===== src/rtl/hazard_ctrl.sv =====
// Pipeline hazard controller: load-use stall, taken-branch flush, EXE operand
// forwarding select and saturating performance counters.
module hazard_ctrl #(
  parameter int unsigned CNT_W = 32
) (
  input  logic             clk,
  input  logic             reset,
  input  logic [4:0]       ifid_rs,
  input  logic [4:0]       ifid_rt,
  input  logic [4:0]       idexe_rs,
  input  logic [4:0]       idexe_rt,
  input  logic             idexe_memread,
  input  logic             exemem_regwrite,
  input  logic [4:0]       exemem_waddr,
  input  logic             memwb_regwrite,
  input  logic [4:0]       memwb_waddr,
  input  logic             branch_taken,
  output logic             pc_write,
  output logic             ifid_write,
  output logic             idexe_bubble,
  output logic             ifid_flush,
  output logic             idexe_flush,
  output logic             exemem_flush,
  output logic [1:0]       forward_a,
  output logic [1:0]       forward_b,
  output logic [CNT_W-1:0] cycle_count,
  output logic [CNT_W-1:0] stall_count,
  output logic [CNT_W-1:0] flush_count
);

  typedef enum logic [1:0] {
    RUN   = 2'd0,
    STALL = 2'd1,
    FLUSH = 2'd2
  } state_t;

  state_t state, state_nxt;
  logic   lu;

  assign lu = idexe_memread && (idexe_rt != 5'd0) &&
              ((idexe_rt == ifid_rs) || (idexe_rt == ifid_rt));

  always_ff @(posedge clk) begin
    if (reset) state <= RUN;
    else       state <= state_nxt;
  end

  // lu is only honoured from RUN: in STALL the bubble sits in ID/EXE, and in
  // FLUSH both lu and the branch result come from flushed nops.
  always_comb begin
    state_nxt    = RUN;
    pc_write     = 1'b1;
    ifid_write   = 1'b1;
    idexe_bubble = 1'b0;
    ifid_flush   = 1'b0;
    idexe_flush  = 1'b0;
    exemem_flush = 1'b0;
    if (reset) begin
      pc_write     = 1'b0;
      ifid_write   = 1'b0;
      ifid_flush   = 1'b1;
      idexe_flush  = 1'b1;
      exemem_flush = 1'b1;
    end else begin
      unique case (state)
        RUN, STALL: begin
          if (branch_taken) begin
            ifid_flush   = 1'b1;
            idexe_flush  = 1'b1;
            exemem_flush = 1'b1;
            state_nxt    = FLUSH;
          end else if ((state == RUN) && lu) begin
            pc_write     = 1'b0;
            ifid_write   = 1'b0;
            idexe_bubble = 1'b1;
            state_nxt    = STALL;
          end
        end
        FLUSH:   state_nxt = RUN;
        default: state_nxt = RUN;
      endcase
    end
  end

  function automatic logic [1:0] fwd_sel(input logic [4:0] src);
    if (exemem_regwrite && (exemem_waddr != 5'd0) && (exemem_waddr == src))
      return 2'b10;
    else if (memwb_regwrite && (memwb_waddr != 5'd0) && (memwb_waddr == src))
      return 2'b01;
    else
      return 2'b00;
  endfunction

  assign forward_a = fwd_sel(idexe_rs);
  assign forward_b = fwd_sel(idexe_rt);

  always_ff @(posedge clk) begin
    if (reset) begin
      cycle_count <= '0;
      stall_count <= '0;
      flush_count <= '0;
    end else begin
      if (cycle_count != '1)
        cycle_count <= cycle_count + CNT_W'(1);
      if (idexe_bubble && (stall_count != '1))
        stall_count <= stall_count + CNT_W'(1);
      if (idexe_flush && (flush_count != '1))
        flush_count <= flush_count + CNT_W'(1);
    end
  end

endmodule


===== config.mk =====
export PLATFORM = sky130hd
export DESIGN_NAME = hazard_ctrl
export DESIGN_NICKNAME = d
export VERILOG_FILES = /design/src/rtl/hazard_ctrl.sv
export SDC_FILE = /design/constraint.sdc
export NUM_CORES = 1
export LEC_CHECK = 0
export BUFFER_PORTS_ARGS = -buffer_cell sky130_fd_sc_hd__buf_2
export CORE_ASPECT_RATIO = 0.75
export CORE_MARGIN = 4
export CORE_UTILIZATION = 45
export CTS_BUF_LIST = sky130_fd_sc_hd__clkbuf_4 sky130_fd_sc_hd__clkbuf_8 sky130_fd_sc_hd__clkbuf_16
export DETAILED_ROUTE_END_ITERATION = 10
export GPL_TIMING_DRIVEN = 0
export PLACE_DENSITY_LB_ADDON = 0.08
export SYNTH_ARGS = -nofsm -noshare
export SYNTH_HDL_FRONTEND = slang
export SYNTH_SLANG_ARGS = --single-unit

===== constraint.sdc =====
create_clock -name clk -period 7 [get_ports clk]
set_clock_uncertainty 0.1 [all_clocks]
set_input_delay 0.35 -clock clk [delete_from_list [all_inputs] [get_ports clk]]
set_output_delay 0.35 -clock clk [all_outputs]
set_load 0.005 [all_outputs]

Word-level counts from Yosys, hierarchy flattened. Index checks and enable logic that the tools add are counted.

Add/subtract/negate cells: 3. Eq/ne operators: 10. Muxes and demuxes: 17. Bitwise operators: 1. Reduce and logical (&&, ||, !) cells: 19.

Operators by type and width (number): $add A32 B1 Y32 const B (3); $ne A32 B32 Y1 const B (3); $eq A5 B5 Y1 (6); $reduce_bool A5 Y1 (3); $mux W1 (14); $logic_and A1 B1 Y1 (11); $mux W2 (3); $reduce_or A2 Y1 (2); $reduce_or A3 Y1 (1); $eq A2 B1 Y1 const B (1); $logic_not A2 Y1 (1); $logic_or A1 B1 Y1 (1); $not A1 Y1 (1).

Register bits after elaboration: 98.

Logic depth before layout (Yosys ltp). Gate-level depths: netlist of the first run.

Word-level depth: 9. Gate-level depth with buffers: 9.

Worst setup path before layout of the first run. Ideal clock, no wire load.

Path kind: register to register. Start point: register stall_count[6]. End point: register stall_count[21]. Setup time: 0.070 ns. Arrival time: 2.216 ns. Slack: 4.615 ns. Cell stages (with the launch flop): 7. Path buffers: 1. Path through: dfxtp_1 nand4_4 or4_4 or4_1 buf_2 or3_1 a21oi_1.

Cells in the longest elaborated chain, start to end: 2.

RTL lines: from (decl) (RTL line 27) `output logic [CNT_W-1:0] stall_count,`; from (signal assigned) (RTL line 106) `stall_count <= stall_count + CNT_W'(1);`; branches (longest 2 deep; another with $add A32 B1 Y32).

Several ways; the timed one is not identified. A chain may end at the register's enable or synchronous reset.

Worst setup path in the final report of the first run.
Start point: register stall_count[0]. End point: register stall_count[0].

Same word-level chain as after synthesis.

==> flow_summary_export.csv, run 1 <==
group,metric,value,unit
status,status,"complete, no violations",
global_route,antenna_found_initial,0,
cts,clockBufferDepth,2,
setup_path,critical_path_class,"register to register",
die,die_area,13200,um2
layout,stdcell_area,6340,um2
drt,drc_errors,0,
global_route,grt.overflow.total,0,
cts,cts_tree,"built",
layout,layout_common_cells,"buf_2 (138), dfxtp_1 (98), nor2_1 (89)",
setup_path,timing.rr.start,"stall_count[0]$_SDFFE_PP0P_",
sta,fin_crit_sh,42.5,%
drt,routed_wl,13900,um
global_route,grt_pass1_vias,4633,
die,die-height,101,um
placed_design,placed_area,6000,um2
layout,antenna_cells,0,
layout,area_delta_synth_final,23.2,%
power_and_ir_drop,p_leak,2.54,nW
cts,h-tree-depth,3,
layout,num-nets-final,811,
run,maxCapViolCount,0,
setup_path,r2r_slack,4.03,ns
sta,rsz0062_at_grt,"false",
power_and_ir_drop,vdd_drop_max,0.110,mV
global_route,grt_usage,20.8,%
setup_path,path_max_fanout,10,
die,start_util,46.5,%
hold_path,hold_class,"input port to register",
cts,clock_latency,0.34,ns
setup_path,path_common_cell,"buf_2",
yosys,syn_inst,626,
die,core,11100,um2
global_route,grt_max_degree,16,
drt,via_per_inst,5.44,
cts,cts_resized,0,
setup_path,crit_arrival,3.08,ns
yosys,syn_nets,665,
yosys,synth_area,5150,um2
drt,dr.first_iter.drc_count,279,
drt,ant_nets,0,
sta,setup_violations,0,
die,ios,142,
global_route,grt_pass1_wl,23000,um
layout,drive_above_1_share,23.5,%
yosys,seq_area_frac_synth,38.1,%
power_and_ir_drop,power_density,190,nW/um2
cts,path_clk_slew,0.07,ns
drt,first_pass_iters,5,
setup_path,crit_chain,"ha_1, nand3_1, nor4_1, and3_2, or3_1, buf_2, buf_2, xor2_1, nor2_1",
setup_path,worstReg2RegEnd,"stall_count[0]$_SDFFE_PP0P_",
cts,numClockSinks,98,
cts,cts_setup_buffers,0,
cts,postCtsHoldBufs,0,
drt,wl_per_cell,15.1,um
sta,finalHoldViolations,0,
cts,root_buffer,"clkbuf_16",
yosys,synth_cell_types,51,
sta,fin_setup_tns,0,ns
sta,finalCriticalPeriod,2.97,ns
setup_path,cp_slowest_cell,"nor4_1",
setup_path,reg2reg_depth,9,
yosys,ys_seq_elements,98,
die,chipWidth,132,um
sta,fmax,336,MHz
setup_path,endpoint,"stall_count[0]$_SDFFE_PP0P_",
yosys,synth_edf_count,0,
setup_path,worstPathRequired,7.11,ns
setup_path,crit_path_max_incr_delay,0.71,ns
sta,slew_headroom,22.5,%
layout,fill_cells,1060,
yosys,ys.flop_type,"dfxtp_1",
setup_path,crit_start,"stall_count[0]$_SDFFE_PP0P_",
setup_path,critPathLaunchType,"register",
yosys,yosysWarnings,0,
cts,numCtsBuffers,9,
layout,layout_commonest_cell,"buf_2",
sta,final_max_slew_viol_count,0,
placed_design,io_buffers,135,
yosys,synth.avg_cell_area,8.23,um2
yosys,ys_async_sr_fraction,0,%
setup_path,critPathCaptureType,"register",
die,rows,33,
placed_design,place_congestion,0.869,
placed_design,hpwl,10600,um
drt,vias,4983,
sta,worst_pin_slew,1.13,ns
## how the worst min path moves through the flow
stage | start | end | slack [ns] | depth (start not counted)
2_1_floorplan | stall_count[21]$_SDFFE_PP0P_ | stall_count[21]$_SDFFE_PP0P_ | 0.38 | 2
3_3_place_gp | stall_count[23]$_SDFFE_PP0P_ | stall_count[23]$_SDFFE_PP0P_ | 0.38 | 2
3_5_place_dp | stall_count[21]$_SDFFE_PP0P_ | stall_count[21]$_SDFFE_PP0P_ | 0.40 | 2
4_1_cts | reset | stall_count[26]$_SDFFE_PP0P_ | 0.33 | 3
5_1_grt | reset | stall_count[26]$_SDFFE_PP0P_ | 0.35 | 3
6_report | reset | stall_count[11]$_SDFFE_PP0P_ | 0.34 | 3
## metal layers
metal	vias to the layer above	track usage, %	wire length (um)
met5	-	0	0
met4	0	4.60	145
met3	12	4.64	629
met2	114	32.3	6160
met1	2360	29.6	6910
li1	2497	-	-
## kinds of logic (layout without fill, tap and decap cells)
kind of cell | after synthesis | in the layout | share of synthesized area (%)
DFF | 98 | 98 | 38.1
AOI/OAI and AO/OA | 67 | 67 | 7.58
and+or+nand+nor | 318 | 318 | 32.7
buffers and inverters | 41 | 191 | 3.81
muxes | 6 | 6 | 1.26
adders and majority gates | 3 | 3 | 0.729
xor gates and xnor gates | 93 | 93 | 15.8
## state kept, by name (all words and copies together) (netlist names)
name	flops
cycle_count	32
flush_count	32
stall_count	32
state	2
## power breakdown
part           total [mW]  switching, mW  internal [mW]
logic              0.0738         0.0417         0.0320
registers           0.567        0.00591          0.561
clock network       0.564          0.208          0.356
total                1.21          0.255          0.950
## synth_stat cells, drive strengths merged (3+ instances only)
cell type  instances  area, um2
nor4b              3       26.3
nor4              12       75.1
or4               11       87.6
or2                5       31.3
nor3              12       60.1
mux2               4       45.0
buf                7       48.8
xor2              60        526
and3              16        103
a21oi             24        120
inv               12       45.0
or3               25        160
nand2             46        173
ha                 3       37.5
nand3             39        195
nand4             32        215
and4              13        114
nor2b              7       43.8
xnor2             33        289
dfxtp             98       1960
o31ai              3       22.5
clkbuf            22        103
o21ai             27        139
nor2              89        334
## worst max-delay path, delay by kind of cell (launching register included)
kind	cells	cell delay, ns
flops	1	0.46
xor+xnor	1	0.17
simple gates	5	1.31
buf+inv	2	0.49
fa+ha+maj	1	0.29
## final cells by class
type | count | area, um2 | share of cell area, %
well taps | 140 | 175 | 2.76
repair buffers | 135 | 676 | 10.7
inverters | 12 | 45.0 | 0.710
flip-flops and latches | 98 | 1960 | 30.9
multi-input cells | 487 | 2990 | 47.2
plain buffers | 29 | 151 | 2.39
clock inverters | 5 | 103 | 1.62
clock buffers | 10 | 239 | 3.77
## through the flow
step | setup WS (ns) | total power, mW | cells | hold slack [ns] | util [%]
5_1_grt | 3.76 | 1.25 | 916 | 0.348 | 57.3
6_report | 4.03 | 1.21 | 916 | 0.337 | 57.3
3_3_place_gp | 4.14 | 0.651 | 901 | 0.378 | 54.2
2_1_floorplan | 4.61 | 0.623 | 626 | 0.384 | -
3_5_place_dp | 4.06 | 0.654 | 901 | 0.397 | 54.2
4_1_cts | 4.02 | 1.22 | 916 | 0.326 | 57.3
(Power assumes the default switching activity.)
==> run 2, diff against run 1 <==
ABC_AREA = 1   (was default)
clock period = 2.7 ns   (was 7 ns; I/O delays follow)
==> run 2 against run 1 <==
Against the previous run:
- clock power rose by 130%
- maximum frequency rose by 29%
- die area rose by 17%
- worst hold slack got worse by 0.27 ns
- count of clock-buffer cells in the layout rose by 2
- via count rose by 28%
- cell area rose by 15%
- combinational power rose to 3.0 times the previous value
- register-to-register slack got worse by 3.6 ns
- highest routed layer unchanged
==> flow_summary_export.csv, run 2 <==
group,metric,value,unit
status,status,"complete, no violations",
setup_path,crit_start,"cycle_count[0]$_SDFFE_PP0P_",
die,chipWidth,142,um
cts,cts_setup_buffers,0,
setup_path,path_depth,12,
layout,fill_cells,1353,
die,core,13100,um2
setup_path,timing.rr.start,"cycle_count[0]$_SDFFE_PP0P_",
hold_path,whs_path_depth,2,
global_route,grt.overflow.total,0,
setup_path,critPathCaptureType,"register",
setup_path,path_max_fanout,10,
layout,reg_top3,"cycle_count (32), flush_count (32), stall_count (32)",
yosys,syn_inst,954,
placed_design,place_congestion,0.929,
hold_path,hold_class,"input port to register",
yosys,ys_async_sr_fraction,0,%
cts,root_buffer,"clkbuf_16",
sta,finalHoldViolations,0,
cts,cts_tree,"built",
drt,via_per_inst,4.99,
setup_path,path_common_cell,"nand2_1",
global_route,use_met2,33.4,%
run,maxCapViolCount,0,
yosys,synth_area,6090,um2
global_route,antenna_found_initial,0,
setup_path,reg2reg_depth,12,
layout,regArea,1960,um2
yosys,synthTopCellsByArea,"dfxtp_1 (32%), nand2_1 (15%), nor2_1 (8.8%), inv_1 (6.8%), xor2_1 (5.9%)",
power_and_ir_drop,clkPwrFrac,43.0,%
setup_path,critical_path_buf_inv_count,4,
setup_path,cp_slowest_cell,"dfxtp_1",
yosys,netlist.area_leader.share,32.2,%
sta,finalCriticalPeriod,2.30,ns
sta,slew_headroom,48.4,%
cts,numClockSinks,98,
cts,path_clk_slew,0.07,ns
sta,setup_violations,0,
yosys,yosysMostFrequentCell,"nand2_1",
sta,fin_setup_tns,0,ns
sta,final_max_slew_viol_count,0,
drt,first_pass_iters,5,
drt,wl_per_cell,13.5,um
setup_path,endpoint,"cycle_count[1]$_SDFFE_PP0P_",
sta,worst_pin_slew,0.765,ns
cts,h-tree-depth,3,
global_route,grt_max_degree,17,
global_route,grt_busiest_layer,"met1",
yosys,yosysTopAreaCell,"dfxtp_1",
layout,drive_above_1_share,18.5,%
layout,area_delta_synth_final,19.7,%
yosys,synth_cell_types,36,
layout,multiInputGateArea,3510,um2
die,die_area,15500,um2
layout,instances_no_fill,1279,
drt,drc_errors,0,
placed_design,io_buffers,137,
yosys,ys_seq_elements,98,
cts,clockBufferDepth,2,
setup_path,critPathLaunchType,"register",
sta,fin_crit_sh,85.1,%
setup_path,crit_arrival,2.47,ns
drt,vias,6378,
placed_design,post-place-cells,1262,
layout,num-nets-final,1142,
drt,routed_wl,17300,um
yosys,syn_nets,993,
placed_design,hpwl,13300,um
hold_path,min_from,"reset",
power_and_ir_drop,swShare,24.4,%
setup_path,r2r_slack,0.40,ns
global_route,grt_pass1_vias,5689,
yosys,ys_top_cells_by_count,"nand2_1 (251), nor2_1 (143), inv_1 (111)",
drt,ant_nets,0,
yosys,synth_edf_count,0,
yosys,seq_area_frac_synth,32.2,%
setup_path,crit_chain,"ha_1, nand2_1, inv_1, nand3_2, nor2_2, nand2_1, inv_1, nand2_2, inv_2, buf_4, nand2_1, a21oi_1",
setup_path,worstReg2RegEnd,"cycle_count[1]$_SDFFE_PP0P_",
setup_path,crit_path_max_incr_delay,0.46,ns
die,ios,142,
yosys,ys.flop_type,"dfxtp_1",
global_route,use_met3,4.52,%
layout,layout_commonest_cell,"nand2_1",
cts,numCtsBuffers,9,
power_and_ir_drop,comb_power_share,7.5,%
die,start_util,46.5,%
power_and_ir_drop,power_density,406,nW/um2
die,rows,36,
die,die-height,109,um
setup_path,critical_path_class,"register to register",
power_and_ir_drop,p_leak,3.37,nW
sta,rsz0062_at_grt,"false",
power_and_ir_drop,total_power,2.96,mW
power_and_ir_drop,internal_power,2.24,mW
global_route,grtUsageMet1,33.7,%
layout,antenna_cells,0,
power_and_ir_drop,vdd_drop_max,0.279,mV
yosys,yosysWarnings,0,
layout,layout_common_cells,"nand2_1 (251), buf_2 (145), nor2_1 (143)",
sta,fmax,435,MHz
global_route,grt_usage,22.5,%
global_route,grt_pass1_wl,28500,um
power_and_ir_drop,seq_power_share,49.5,%
power_and_ir_drop,switching_power,0.723,mW
setup_path,cp_top_family,"simple AND/OR/NAND/NOR gates",
yosys,synth.avg_cell_area,6.39,um2
setup_path,worstPathRequired,2.88,ns
cts,clock_latency,0.35,ns
drt,dr.first_iter.drc_count,466,
-- run 2: cell types whose count changed after synthesis, sizes merged, moves of 25 or more --
| cell | delta |
|---|---|
| nand2 | +212 |
| or3 | -25 |
| nor3 | +28 |
| a21oi | +36 |
| nand3 | +25 |
| inv | +104 |
| nor2 | +63 |
-- run 2: layout make-up --
type	instances	area share [%]
buffer	27	2.56
clock inverter	4	0.429
multi-input combinational	713	48.1
clock buffer	12	3.57
sequential	98	26.9
inverter	116	6.00
timing repair buffer	138	9.54
tap	171	2.93
-- run 2: worst min-delay path by stage --
stage / slack, ns / to
4_1_cts: 0.06 / cycle_count[12]$_SDFFE_PP0P_
5_1_grt: 0.06 / state[1]$_SDFF_PP0_
3_5_place_dp: 0.30 / state[1]$_SDFF_PP0_
6_report: 0.07 / cycle_count[12]$_SDFFE_PP0P_
2_1_floorplan: 0.18 / state[1]$_SDFF_PP0_
3_3_place_gp: 0.30 / state[1]$_SDFF_PP0_
-- run 2: repair_timing --
| item | 4_1_cts | 5_1_grt |
|---|---|---|
| hold buffers | 1 | 0 |
| endpoints found under the hold margin | 1 | 0 |
| gates resized for setup | 0 | 0 |
-- run 2: per-layer routing --
metal / routed length (um) / part of all wire [%]
met1: 8560 / 49
met2: 7220 / 42
met3: 1390 / 8.0
met4: 152 / 0.88
met5: 0 / 0
-- run 2: worst register-to-register path, stage by stage, from the launching register on --
cell,delay (ns)
dfxtp_1,0.46
ha_1,0.26
nand2_1,0.07
inv_1,0.07
nand3_2,0.14
nor2_2,0.14
nand2_1,0.15
inv_1,0.10
nand2_2,0.18
inv_2,0.18
buf_4,0.20
nand2_1,0.06
a21oi_1,0.11
-- run 2: power groups by stage --
stage / clock network, mW / registers, mW / logic (mW)
6_report: 1.27 / 1.47 / 0.221
5_1_grt: 1.36 / 1.47 / 0.251
4_1_cts: 1.31 / 1.47 / 0.223
3_5_place_dp: 0 / 1.50 / 0.221
3_3_place_gp: 0 / 1.50 / 0.219
2_1_floorplan: 0 / 1.50 / 0.135
-- run 2: cell families (layout without fill, tap and decap cells) --
| family | Yosys count | in the layout | synth area share [%] |
|---|---|---|---|
| XOR/XNOR | 61 | 61 | 8.77 |
| adder cells (fa/ha/maj) | 3 | 3 | 0.616 |
| AO/OA/AOI/OAI | 96 | 96 | 8.17 |
| AND/OR/NAND/NOR | 553 | 553 | 40.0 |
| buffers and inverters | 143 | 297 | 10.2 |
| flip-flops | 98 | 98 | 32.2 |
-- run 2: through the flow --
stage	instance area (um2)	hold WS [ns]	setup WS, ns	utilization, %
floorplan	6090	0.183	0.791	-
global placement	6990	0.299	0.429	53.3
detailed placement	6990	0.304	0.444	53.3
CTS	7290	0.0563	0.423	55.6
global route	7290	0.0615	0.180	55.6
finish	7290	0.0661	0.403	55.6
